[src/rtl/mem_req_ctrl.sv]
// Request/response front-end for a single-port synchronous memory cell.
// Accepts one valid/ready request at a time, range-checks the address, drives
// registered memory port signals, absorbs the 1-cycle read latency and returns
// read data on a valid/ready response channel.
module mem_req_ctrl #(
  parameter int unsigned DATA_WIDTH = 32,
  parameter int unsigned DATA_SIZE  = 1024
) (
  input  logic                  clk_in,
  input  logic                  rst_n_in,
  // Request channel
  input  logic                  req_valid_in,
  output logic                  req_ready_out,
  input  logic                  req_write_in,
  input  logic [DATA_WIDTH-1:0] req_addr_in,
  input  logic [DATA_WIDTH-1:0] req_data_in,
  // Response channel
  output logic                  rsp_valid_out,
  input  logic                  rsp_ready_in,
  output logic [DATA_WIDTH-1:0] rsp_data_out,
  output logic                  rsp_err_out,
  output logic                  err_sticky_out,
  // Memory port
  output logic                  mem_read_write_out,
  output logic [DATA_WIDTH-1:0] mem_addr_out,
  output logic [DATA_WIDTH-1:0] mem_data_out,
  input  logic [DATA_WIDTH-1:0] mem_data_in
);

  typedef enum logic [2:0] {
    StIdle,
    StWr,
    StRdIssue,
    StRdCapture,
    StRsp
  } state_e;

  localparam logic [DATA_WIDTH-1:0] AddrLimit = DATA_WIDTH'(DATA_SIZE);

  state_e                  state_q;
  logic                    ready_q;
  logic                    rsp_valid_q;
  logic [DATA_WIDTH-1:0]   rsp_data_q;
  logic                    rsp_err_q;
  logic                    err_sticky_q;
  logic                    mem_rw_q;
  logic [DATA_WIDTH-1:0]   mem_addr_q;
  logic [DATA_WIDTH-1:0]   mem_data_q;
  // Marks a read that failed the range check and is waiting to respond.
  logic                    rd_err_q;

  logic                    accept;
  logic                    addr_oor;

  // Request handshake and unsigned full-width range check.
  always_comb begin
    accept   = req_valid_in && ready_q;
    addr_oor = (req_addr_in >= AddrLimit);
  end

  // Control FSM; every output is a register updated here.
  always_ff @(posedge clk_in or negedge rst_n_in) begin
    if (!rst_n_in) begin
      state_q      <= StIdle;
      ready_q      <= 1'b0;
      rsp_valid_q  <= 1'b0;
      rsp_data_q   <= '0;
      rsp_err_q    <= 1'b0;
      err_sticky_q <= 1'b0;
      mem_rw_q     <= 1'b0;
      mem_addr_q   <= '0;
      mem_data_q   <= '0;
      rd_err_q     <= 1'b0;
    end else begin
      unique case (state_q)
        StIdle: begin
          if (accept) begin
            if (req_write_in) begin
              if (addr_oor) begin
                // Dropped write: memory strobe stays low, stay ready.
                err_sticky_q <= 1'b1;
                ready_q      <= 1'b1;
              end else begin
                mem_rw_q   <= 1'b1;
                mem_addr_q <= req_addr_in;
                mem_data_q <= req_data_in;
                ready_q    <= 1'b0;
                state_q    <= StWr;
              end
            end else if (addr_oor) begin
              // Skip the issue cycle so the error response lands one edge after accept
              // without the memory address ever changing.
              rd_err_q <= 1'b1;
              ready_q  <= 1'b0;
              state_q  <= StRdCapture;
            end else begin
              rd_err_q   <= 1'b0;
              mem_addr_q <= req_addr_in;
              ready_q    <= 1'b0;
              state_q    <= StRdIssue;
            end
          end else begin
            ready_q <= 1'b1;
          end
        end
        StWr: begin
          // Memory commits on this edge; drop the strobe after a single cycle.
          mem_rw_q <= 1'b0;
          ready_q  <= 1'b1;
          state_q  <= StIdle;
        end
        StRdIssue: begin
          state_q <= StRdCapture;
        end
        StRdCapture: begin
          rsp_data_q  <= rd_err_q ? '0 : mem_data_in;
          rsp_err_q   <= rd_err_q;
          rsp_valid_q <= 1'b1;
          rd_err_q    <= 1'b0;
          state_q     <= StRsp;
        end
        StRsp: begin
          if (rsp_ready_in) begin
            rsp_valid_q <= 1'b0;
            ready_q     <= 1'b1;
            state_q     <= StIdle;
          end
        end
        default: begin
          ready_q <= 1'b0;
          state_q <= StIdle;
        end
      endcase
    end
  end

  // Drive ports straight from the registers.
  always_comb begin
    req_ready_out      = ready_q;
    rsp_valid_out      = rsp_valid_q;
    rsp_data_out       = rsp_data_q;
    rsp_err_out        = rsp_err_q;
    err_sticky_out     = err_sticky_q;
    mem_read_write_out = mem_rw_q;
    mem_addr_out       = mem_addr_q;
    mem_data_out       = mem_data_q;
  end

endmodule

[config.mk]
export PLATFORM = sky130hd
export DESIGN_NAME = mem_req_ctrl
export DESIGN_NICKNAME = d
export VERILOG_FILES = /design/src/rtl/mem_req_ctrl.sv
export SDC_FILE = /design/constraint.sdc
export NUM_CORES = 1
export LEC_CHECK = 0
export ABC_AREA = 1
export CAP_MARGIN = 20
export CORE_MARGIN = 2
export CORE_UTILIZATION = 43
export DETAILED_ROUTE_END_ITERATION = 12
export PLACE_DENSITY_LB_ADDON = 0.15
export SLEW_MARGIN = 10
export SYNTH_ARGS = -nofsm -noshare
export SYNTH_HDL_FRONTEND = slang
export SYNTH_SLANG_ARGS = --single-unit
[constraint.sdc]
create_clock -name clk_in -period 3.4 [get_ports clk_in]
set_input_delay 0.34 -clock clk_in [delete_from_list [all_inputs] [get_ports clk_in]]
set_output_delay 0.34 -clock clk_in [all_outputs]
set_load 0.005 [all_outputs]
Word level (Yosys, flattened, before mapping). Index checks and enable logic that the tools add are counted.

Input port bits: 101. Output and inout port bits: 101. Logic and storage cells: 58. Bits in registers: 105.

Bitwise logic cells: 2. Reduce and logical (&&, ||, !) cells: 14. Muxes and demuxes: 21. Magnitude comparators: 1. Eq/ne operators: 10.

Operator list (number): $ge 32x11->1 const B (1); $mux 32 (1); $mux 3 (4); $pmux 3 s4 (1); $reduce_and 4->1 (3); $mux 1 (11); $ne 2x2->1 const B (5); $reduce_and 3->1 (3); $eq 3x2->1 const B (2); $pmux 1 s2 (3); $reduce_bool 2->1 (3); $pmux 1 s4 (1); $reduce_and 2->1 (2); $eq 3x1->1 const B (1); $eq 3x3->1 const B (1); $logic_not 3->1 (1); $ne 3x3->1 const B (1); $not 1->1 (2); $reduce_or 2->1 (1); $logic_and 1x1->1 (1).

Logic depth before layout (Yosys ltp). Gate-level depths: netlist of the first run.

Depth after elaboration: 5. Depth in mapped cells: 9. Gate-level depth less buffers: 8.

Worst setup path after synthesis of the first run. No wires, ideal clock.

Path type: reg-to-reg. Start point: register state_q[1]. End point: register mem_addr_q[12] (netlist: mem_addr_out[12]). Clock period less this slack: 1388 ps. Slack: 2012 ps. Buffers on the path: 2. Stages on the path, launching flop included: 9. Data arrival time: 1268 ps. Required time: 3280 ps. Library setup time: 120 ps. Cells stage by stage: dfrtp_1 -> nor2_4 -> nand2_2 -> nor2_4 -> inv_2 -> nor2_2 -> buf_4 -> buf_2 -> nor2_1.

Word-level cells in the longest chain between the ends: 2.

RTL lines: from (decl) (RTL line 40) `state_e state_q;`; from (signal assigned) (RTL line 64) `state_q <= StIdle;`; from (signal assigned) (RTL line 88) `state_q <= StWr;`; from (signal assigned) (RTL line 95) `state_q <= StRdCapture;`; $logic_not 3->1 (RTL line 75) `unique case (state_q)`; $reduce_and 3->1 (no line); to (signal assigned) (RTL line 85) `mem_addr_q <= req_addr_in;`; to (signal assigned) (RTL line 98) `mem_addr_q <= req_addr_in;`; to (decl) (RTL line 47) `logic [DATA_WIDTH-1:0] mem_addr_q;`.

No other way between the ends. A chain may end at the register's enable or synchronous reset.

Worst setup path in the final report of the first run.
Start point: register state_q[2]. End point: register rsp_data_q[26] (netlist: rsp_data_out[26]).

Word-level cells in the longest chain between the ends: 1.

RTL lines: $eq 3x2->1 (RTL line 75); to (signal assigned) (RTL line 116) `rsp_data_q <= rd_err_q ? '0 : mem_data_in;`; to (decl) (RTL line 43) `logic [DATA_WIDTH-1:0] rsp_data_q;`.

No other way between the ends.

==> qor.yml, run 1 <==
synth_mux_area_share_pct: 0
synth_area_per_cell_sq_um: 10.1
reg2reg_to: "rsp_data_out[26]"
wl_per_cell_um: 14.7
ys_warn_count: 0
cts_root_buf: "clkbuf_8"
rsz0062_at_grt: "false"
die_y_um: 101
synth_cells: 396
clock_latency_ns: 0.37
synth_xor_area_share_pct: 0
rr_worst_depth: 6
io_buffers: 201
required_ns: 3.70
viasPerCell: 4.85
finalCritPeriodShare_pct: 58.2
die-area_sq_um: 10100
crit_path_start: "state_q[2]"
clockBufferDepth: 2
switchingPower_mw: 0.923
num_antenna_cells: 0
dr.pass1.iters: 4
synth-compound-area-share_pct: 8.23
power.internal_mw: 2.28
drt_iter0_drc: 93
yosys.area_share.simple_pct: 20.6
antenna_found_initial: 0
synth_top_family_by_area: "simple AND/OR/NAND/NOR gates"
status: "complete, no violations"
min_period_ns: 1.98
register_area_sq_um: 2630
core-area_sq_um: 9150
grtUsageTotal_pct: 20.9
final_nets: 696
hold_viol: 0
worst-r2r-setup-slack_ns: 1.42
tightest_slew_ns: 0.725
route.detailed.drc: 0
hold_class: "input pin to async pin"
irDropWorstVdd_v: 0.000308
finalInstanceArea_sq_um: 6330
clock.fmax_mhz: 505
power_frac_seq_pct: 48.5
cts_tree: "done"
fp.dieW_um: 101
antenna_left: 0
p_clk_share_pct: 23.0
overflow: 0
synthAdderAreaFrac_pct: 0
ioPinCount: 202
critPathKind: "flip-flop to flip-flop"
worst-path-max-fanout: 35
cts_resized: 0
p_per_area_nw_per_um2: 507
num_vias: 3447
clock_sinks: 105
cp.arrival_ns: 2.28
cts_setup_buffers: 0
clkTransAtPathRegs_ns: 0.11
setup_viol: 0
syn-cell-area_sq_um: 4010
grt_pass1_wl_um: 16500
hold_buffers: 0
grt_pass1_vias: 3483
final_common_cell: "clkdlybuf4s50_1"
p_sw_share_pct: 28.8
htreeDepth: 3
wirelength_um: 10400
gp_congestion: 0.783
maxCapViolCount: 0
fin_worst_skew_ns: 0.0166
nFillCells: 723
endpoint_kind: "flip-flop"
leakagePower_nw: 3.04
layout_common_cells: "200 x clkdlybuf4s50_1, 110 x nand2_1, 105 x dfrtp_1, 42 x nor2_1, 37 x nand3_1"
synth_fp_nets: 497
ys_types: 23
finish.utilization_pct: 69.1
ys_seq_elements: 105
drive_gt1_share_pct: 5.50
multiInputGateArea_sq_um: 1160
placed_area_sq_um: 6100
start_kind: "flip-flop"
fin_tns_setup_ns: 0
max_slew_margin_pct: 51.6
initial_core_util_pct: 43.8
hpwl_um: 7660
synth_seq_area_share_pct: 65.5
row_count: 35
syn_to_final_growth_pct: 57.7
p_total_mw: 3.21
p_comb_share_pct: 28.5
cts_buffers: 9
grt_max_degree: 87
maxSlewViolCount: 0
worstReg2RegStart: "state_q[2]"
==> registers in the layout, indices dropped and copies added, names as in the netlist <==
signal and flops:
err_sticky_out 1, mem_addr_out 32, mem_data_out 32, mem_read_write_out 1
rd_err_q 1, req_ready_out 1, rsp_data_out 32, rsp_err_out 1
rsp_valid_out 1, state_q 3
==> worst max-delay path by stage <==
stage	cells past startpoint	slack (ns)	to
floorplan	8	2.01	mem_addr_out[12]
global placement	9	1.10	mem_data_out[28]
detailed placement	9	1.07	mem_data_out[4]
CTS	6	1.40	rsp_data_out[18]
global route	9	1.25	mem_data_out[11]
finish	6	1.42	rsp_data_out[26]
==> layout make-up <==
type | instances | area share [%]
Clock buffer | 9 | 1.96
Sequential cell | 105 | 41.5
Clock inverter | 7 | 1.11
Multi-Input combinational cell | 239 | 18.4
Tap cell | 111 | 2.19
Inverter | 32 | 1.90
Timing Repair Buffer | 208 | 32.9
==> routing by layer <==
layer | vias up | track usage, % | routed length [um]
met5 | - | 0 | 0
met4 | 0 | 9.48 | 285
met3 | 22 | 4.16 | 563
met2 | 132 | 35.3 | 5210
met1 | 1631 | 25.9 | 4370
li1 | 1662 | - | -
==> cell families (layout without fill, tap and decap cells) <==
| logic type | after synthesis | after routing |
|---|---|---|
| AOI/OAI and AO/OA | 41 | 41 |
| buffers and inverters | 52 | 256 |
| DFF | 105 | 105 |
| and+or+nand+nor | 198 | 198 |
==> synth_stat cells (all sizes together) <==
master    n  share of area (%)
inv      32                3.0
o21bai    1               0.19
a21oi     4               0.50
a31oi     1               0.16
dfrtp   105                 66
clkbuf    8               0.75
nor3      1               0.12
a22o     32                7.0
nand2   111                 10
o22ai     1               0.16
nand4     1               0.16
nand3b    1               0.19
nand3    37                4.6
buf      12                1.9
o21ai     2               0.25
nor2     47                5.1
==> power groups by stage <==
| stage | clock network (mW) | logic, mW | registers, mW |
|---|---|---|---|
| after floorplan | 0 | 0.366 | 1.58 |
| after global placement | 0 | 0.898 | 1.57 |
| after detailed placement | 0 | 0.922 | 1.57 |
| after CTS | 0.762 | 0.921 | 1.56 |
| after global routing | 0.817 | 0.994 | 1.58 |
| final | 0.736 | 0.915 | 1.56 |
==> worst max-delay path, stage by stage (launching register included) <==
cell     delay [ns]
dfrtp_1        0.43
inv_2          0.09
nand2_1        0.11
nor2_2         0.15
inv_2          0.25
nor2_4         0.64
a22o_1         0.22
==> stage by stage <==
stage / hold slack (ns) / cells / setup slack [ns]
final: 0.373 / 711 / 1.42
after global routing: 0.394 / 711 / 1.25
after CTS: 0.185 / 709 / 1.40
after detailed placement: 0.458 / 693 / 1.07
after global placement: 0.452 / 693 / 1.10
after floorplan: 0.0444 / 396 / 2.01
(Power assumes the default switching activity.)
==> run 2: changes to the inputs <==
CORE_UTILIZATION = 40   (was 43)
clock period = 2 ns   (was 3.4 ns; I/O delays follow)
==> run 2 against run 1 <==
Net effect: clock power up 100%; die area up 7.2%; core utilization down 3.3 points; sequential share of layout area down 0.69 points; setup slack worse by 1.1 ns; clock-buffer cell count up 1; clock skew down 0.0042 ns; global-route usage down 1.0 points; critical endpoint is now rsp_data_out[28]; largest cell class unchanged; largest power group unchanged; highest routed layer unchanged.
==> qor.yml, run 2 (same netlist as run 1, synthesis figures left out) <==
status: "complete, no violations"
cts_root_buf: "clkbuf_8"
nFillCells: 818  # +13%
route.detailed.drc: 0  # unchanged
cts_setup_buffers: 0  # unchanged
num_vias: 3412  # -1.0%
hold_slack_ns: 0.306  # -0.0674 ns
placed_area_sq_um: 6190  # +1.6%
worst-r2r-setup-slack_ns: 0.31  # -1.11 ns
drt_iter0_drc: 147  # +58%
antenna_left: 0  # unchanged
clockBufferDepth: 2  # unchanged
antenna_found_initial: 0  # unchanged
required_ns: 2.28  # -1.42 ns
register_area_sq_um: 2630  # unchanged
die-area_sq_um: 10800  # +7.2%
clock.fmax_mhz: 592  # +17%
stdcell_count: 735  # +3.4%
num_antenna_cells: 0  # unchanged
fin_worst_skew_ns: 0.0124  # -0.00421 ns
critPathKind: "flip-flop to flip-flop"
dr.pass1.iters: 4  # unchanged
hold_viol: 0  # unchanged
wl_met1_um: 4390  # +0.39%
rr_worst_depth: 7  # +1
start_kind: "flip-flop"
reg2reg_to: "rsp_data_out[28]"
row_count: 36  # +2.9%
setup_ws_ns: 0.312  # -1.11 ns
finish.utilization_pct: 65.8  # -3.3 points
finalInstanceArea_sq_um: 6430  # +1.7%
highest_layer: "met4"
core-area_sq_um: 9770  # +6.8%
grt_pass1_vias: 3462  # -0.60%
io_buffers: 201  # unchanged
clock_latency_ns: 0.36  # about the same
multiInputGateArea_sq_um: 1160  # unchanged
ioPinCount: 202  # unchanged
hpwl_um: 7690  # +0.35%
grtUsageTotal_pct: 19.9  # -1.0 points
die_y_um: 104  # +3.5%
final_common_cell: "clkdlybuf4s50_1"
max_slew_margin_pct: 74.1  # +23 points
final_nets: 699  # +0.43%
wl_per_cell_um: 14.1  # -4.2%
irDropWorstVdd_v: 0.000614  # +99%
endpoint_kind: "flip-flop"
p_total_mw: 5.72  # +78%
gp_congestion: 0.792  # +1.1%
rsz0062_at_grt: "false"
p_per_area_nw_per_um2: 889  # +75%
hold_class: "input pin to async pin"
htreeDepth: 3  # unchanged
worstReg2RegStart: "state_q[2]"
overflow: 0  # unchanged
fin_tns_setup_ns: 0  # unchanged
place_inst: 719  # +3.8%
cts_tree: "done"
finalCritPeriodShare_pct: 84.4  # +26 points
initial_core_util_pct: 41.0  # -2.8 points
fp.dieW_um: 104  # +3.5%
wl_met2_um: 5220  # about the same
drive_gt1_share_pct: 5.65  # +0.15 points
setup_viol: 0  # unchanged
grt_max_degree: 46  # -47%
layout_common_cells: "200 x clkdlybuf4s50_1, 110 x nand2_1, 105 x dfrtp_1, 42 x nor2_1, 37 x nand3_1"
dp_slack_ns: 0.132  # -0.941 ns
leakagePower_nw: 3.07  # +0.81%
worst-path-max-fanout: 33  # -5.7%
grt_pass1_wl_um: 17100  # +3.6%
clock_sinks: 105  # unchanged
min_period_ns: 1.69  # -0.293 ns
syn_to_final_growth_pct: 60.4
clkTransAtPathRegs_ns: 0.09  # -0.02 ns
cp.arrival_ns: 1.97  # -0.31 ns
wirelength_um: 10300  # -0.96%
maxSlewViolCount: 0  # unchanged
met3_wirelength_um: 611  # +8.5%
tightest_slew_ns: 0.388  # -0.337 ns
maxCapViolCount: 0  # unchanged
cts_buffers: 9  # unchanged
viasPerCell: 4.64  # -4.2%
-- run 2: changes by cell type in the layout (fill, tap and decap cells not counted), sizes merged --
cell	before	now
clkinv	4	0
buf	7	10
bufinv	0	3
inv	35	32
clkinvlp	0	2
clkbuf	9	10
-- run 2: worst max-delay path by stage --
stage / start / endpoint / slack, ns / depth (start not counted)
4_1_cts: state_q[2] / rsp_data_out[28] / 0.31 / 7
6_report: state_q[2] / rsp_data_out[28] / 0.31 / 7
2_1_floorplan: state_q[1] / mem_addr_out[12] / 0.61 / 8
3_5_place_dp: req_addr_in[22] / mem_data_out[9] / 0.13 / 9
5_1_grt: state_q[2] / rsp_data_out[28] / 0.19 / 7
3_3_place_gp: req_addr_in[22] / mem_data_out[9] / 0.20 / 9
-- run 2: per-layer routing --
layer,vias to the layer above,GRT usage (%)
met4,0,6.08
met1,1617,25.4
met5,-,0
li1,1667,-
met2,119,33.4
met3,9,4.89
-- run 2: critical path: stages, from the launching register on --
cell and delay (ns):
dfrtp_1 0.43, inv_2 0.10, nand2_1 0.12, nor2_2 0.16, inv_2 0.18, nor2_4 0.11
buf_4 0.31, a22o_1 0.19
-- run 2: cell type report --
| class | instances | share of cell area [%] |
|---|---|---|
| tap | 133 | 2.59 |
| clock buffer | 10 | 1.98 |
| sequential | 105 | 40.8 |
| clock inverter | 5 | 1.63 |
| multi-input combinational | 239 | 18.1 |
| timing repair buffer | 211 | 33.0 |
| inverter | 32 | 1.87 |
-- run 2: what timing repair did --
item | 4_1_cts | 5_1_grt
setup endpoints to repair | 0 | 0
endpoints found under the hold margin | 28 | 0
hold buffers | 1 | 0
gates resized for setup | 0 | 0
-- run 2: report_power, final --
part | total (mW) | internal, mW | leakage [nW] | switching (mW)
registers | 2.65 | 2.44 | 1.30 | 0.210
clock network | 1.50 | 0.825 | 0.109 | 0.677
logic | 1.57 | 0.969 | 1.66 | 0.601
total | 5.72 | 4.23 | 3.07 | 1.49
==> run 3: changes to the inputs <==
clock period = 1.7 ns   (was 2 ns; I/O delays follow)
==> run 3 against run 2 <==
Net effect: maximum frequency rose by 7.1%; die area did not move; clock power fell by 7%; core utilization rose by 0.18 points; setup slack got worse by 0.19 ns; register-to-register slack got worse by 0.19 ns; via count rose by 2.1%; sequential cell count did not move; wire length rose by 3.9%; critical endpoint is now mem_data_out[1]; critical path type unchanged; total power rose by 12%.
==> qor.yml, run 3 (same netlist as run 1, synthesis figures left out) <==
status: "complete, no violations"
path_cells: "nor2_4 > nand2_2 > nor2_4 > inv_2 > nor2_4 > buf_12 > nand3_1 > nand2_1"
maxSlewViolCount: 0  # unchanged
hold_viol: 0  # unchanged
clkTransAtPathRegs_ns: 0.10  # about the same
row_count: 36  # unchanged
die_y_um: 104  # unchanged
final_nets: 701  # +0.29%
setup_ws_ns: 0.125  # -0.188 ns
rsz0062_at_grt: "false"
drive_gt1_share_pct: 5.95  # +0.30 points
max_stage_delay_ns: 0.45  # +0.02 ns
cts_setup_buffers: 0  # unchanged
num_antenna_cells: 0  # unchanged
irDropWorstVdd_v: 0.000598  # -2.6%
cp_common_cell: "nor2_4"
fin_worst_skew_ns: 0.0109  # -0.00153 ns
cts_root_buf: "clkbuf_8"
min_period_ns: 1.58  # -0.112 ns
clockBufferDepth: 2  # unchanged
reg2reg_to: "mem_data_out[1]"
finalCritPeriodShare_pct: 92.7  # +8.3 points
drt_iter0_drc: 155  # +5.4%
core-area_sq_um: 9770  # unchanged
htreeDepth: 3  # unchanged
cts_buffers: 9  # unchanged
io_buffers: 201  # unchanged
slowest_stage: "dfrtp_1"
initial_core_util_pct: 41.0  # unchanged
overflow: 0  # unchanged
endpoint: "mem_data_out[1]"
clock.fmax_mhz: 635  # +7.1%
p_total_mw: 6.41  # +12%
gp_congestion: 0.847  # +6.8%
route.detailed.drc: 0  # unchanged
setup_viol: 0  # unchanged
cp_top_family: "simple AND/OR/NAND/NOR gates"
finalInstanceArea_sq_um: 6450  # +0.27%
hpwl_um: 7900  # +2.7%
clock_sinks: 105  # unchanged
hold_buffers: 1  # unchanged
placed_area_sq_um: 6270  # +1.3%
crit_buf_inv: 2  # -1
leakagePower_nw: 3.07  # +0.13%
crit_path_start: "state_q[1]"
viasPerCell: 4.72  # +1.7%
worst-r2r-setup-slack_ns: 0.12  # -0.19 ns
max_slew_margin_pct: 69.4  # -4.7 points
num_vias: 3485  # +2.1%
grt_pass1_vias: 3586  # +3.6%
cp.arrival_ns: 1.88  # -0.09 ns
maxCapViolCount: 0  # unchanged
grt_pass1_wl_um: 18000  # +5.2%
cts_tree: "done"
final_common_cell: "clkdlybuf4s50_1"
worstReg2RegStart: "state_q[1]"
antenna_left: 0  # unchanged
fp.dieW_um: 104  # unchanged
critPathKind: "flip-flop to flip-flop"
rr_worst_depth: 8  # +1
tightest_slew_ns: 0.459  # +0.0711 ns
cts_resized: 0  # unchanged
dp_slack_ns: -0.0359  # -0.168 ns
endpoint_kind: "flip-flop"
syn_to_final_growth_pct: 60.8
wl_per_cell_um: 14.5  # +3.4%
worst-path-max-fanout: 22  # -33%
grt_max_degree: 43  # -6.5%
start_kind: "flip-flop"
p_per_area_nw_per_um2: 993  # +12%
required_ns: 2.00  # -0.28 ns
cp.depth: 8  # +1
wirelength_um: 10700  # +3.9%
ioPinCount: 202  # unchanged
die-area_sq_um: 10800  # unchanged
dr.pass1.iters: 4  # unchanged
layout_common_cells: "200 x clkdlybuf4s50_1, 110 x nand2_1, 105 x dfrtp_1, 42 x nor2_1, 37 x nand3_1"
clock_latency_ns: 0.37  # about the same
grtUsageTotal_pct: 20.7  # +0.84 points
antenna_found_initial: 0  # unchanged
hold_class: "input pin to async pin"
## run 3: cell count changes in the layout (fill, tap and decap cells not counted), sizes merged
| cell | change |
|---|---|
| bufinv | -3 |
| buf | +2 |
| clkinv | +2 |
| clkbuf | +1 |
| inv | +1 |
## run 3: cell type report
class                           instances  area (sq um)
Clock buffer                           11           131
Clock inverter                          5          41.3
Fill cell                             804          3320
Inverter                               32           120
Multi-Input combinational cell        239          1160
Sequential cell                       105          2630
Tap cell                              133           166
Timing Repair Buffer                  213          2200
## run 3: layer usage
metal | vias to the layer above | part of all wire [%] | GRT usage [%]
li1 | 1678 | - | -
met1 | 1667 | 42 | 25.5
met2 | 127 | 51 | 35.5
met3 | 13 | 6.0 | 5.64
met4 | 0 | 1.8 | 6.47
met5 | - | 0 | 0
## run 3: per-stage QoR
step | hold WS [ns] | TNS [ns] | cells | utilization (%)
floorplan | -0.126 | 0 | 396 | -
global placement | 0.153 | -0.0941 | 721 | 64.1
detailed placement | 0.156 | -0.338 | 721 | 64.1
CTS | 0.304 | 0 | 738 | 66.0
global route | 0.326 | 0 | 738 | 66.0
finish | 0.300 | 0 | 738 | 66.0
## run 3: how the worst min path moves through the flow
stage / to / slack (ns)
after floorplan: err_sticky_out / -0.13
after global placement: rsp_data_out[17] / 0.15
after detailed placement: req_ready_out / 0.16
after CTS: rsp_data_out[17] / 0.30
after global routing: rsp_data_out[7] / 0.33
final: rsp_data_out[17] / 0.30
## run 3: power breakdown
group	internal, mW	leakage [nW]	switching (mW)
Combinational	1.17	1.69	0.726
Sequential	2.87	1.30	0.244
Clock	0.545	0.0801	0.852
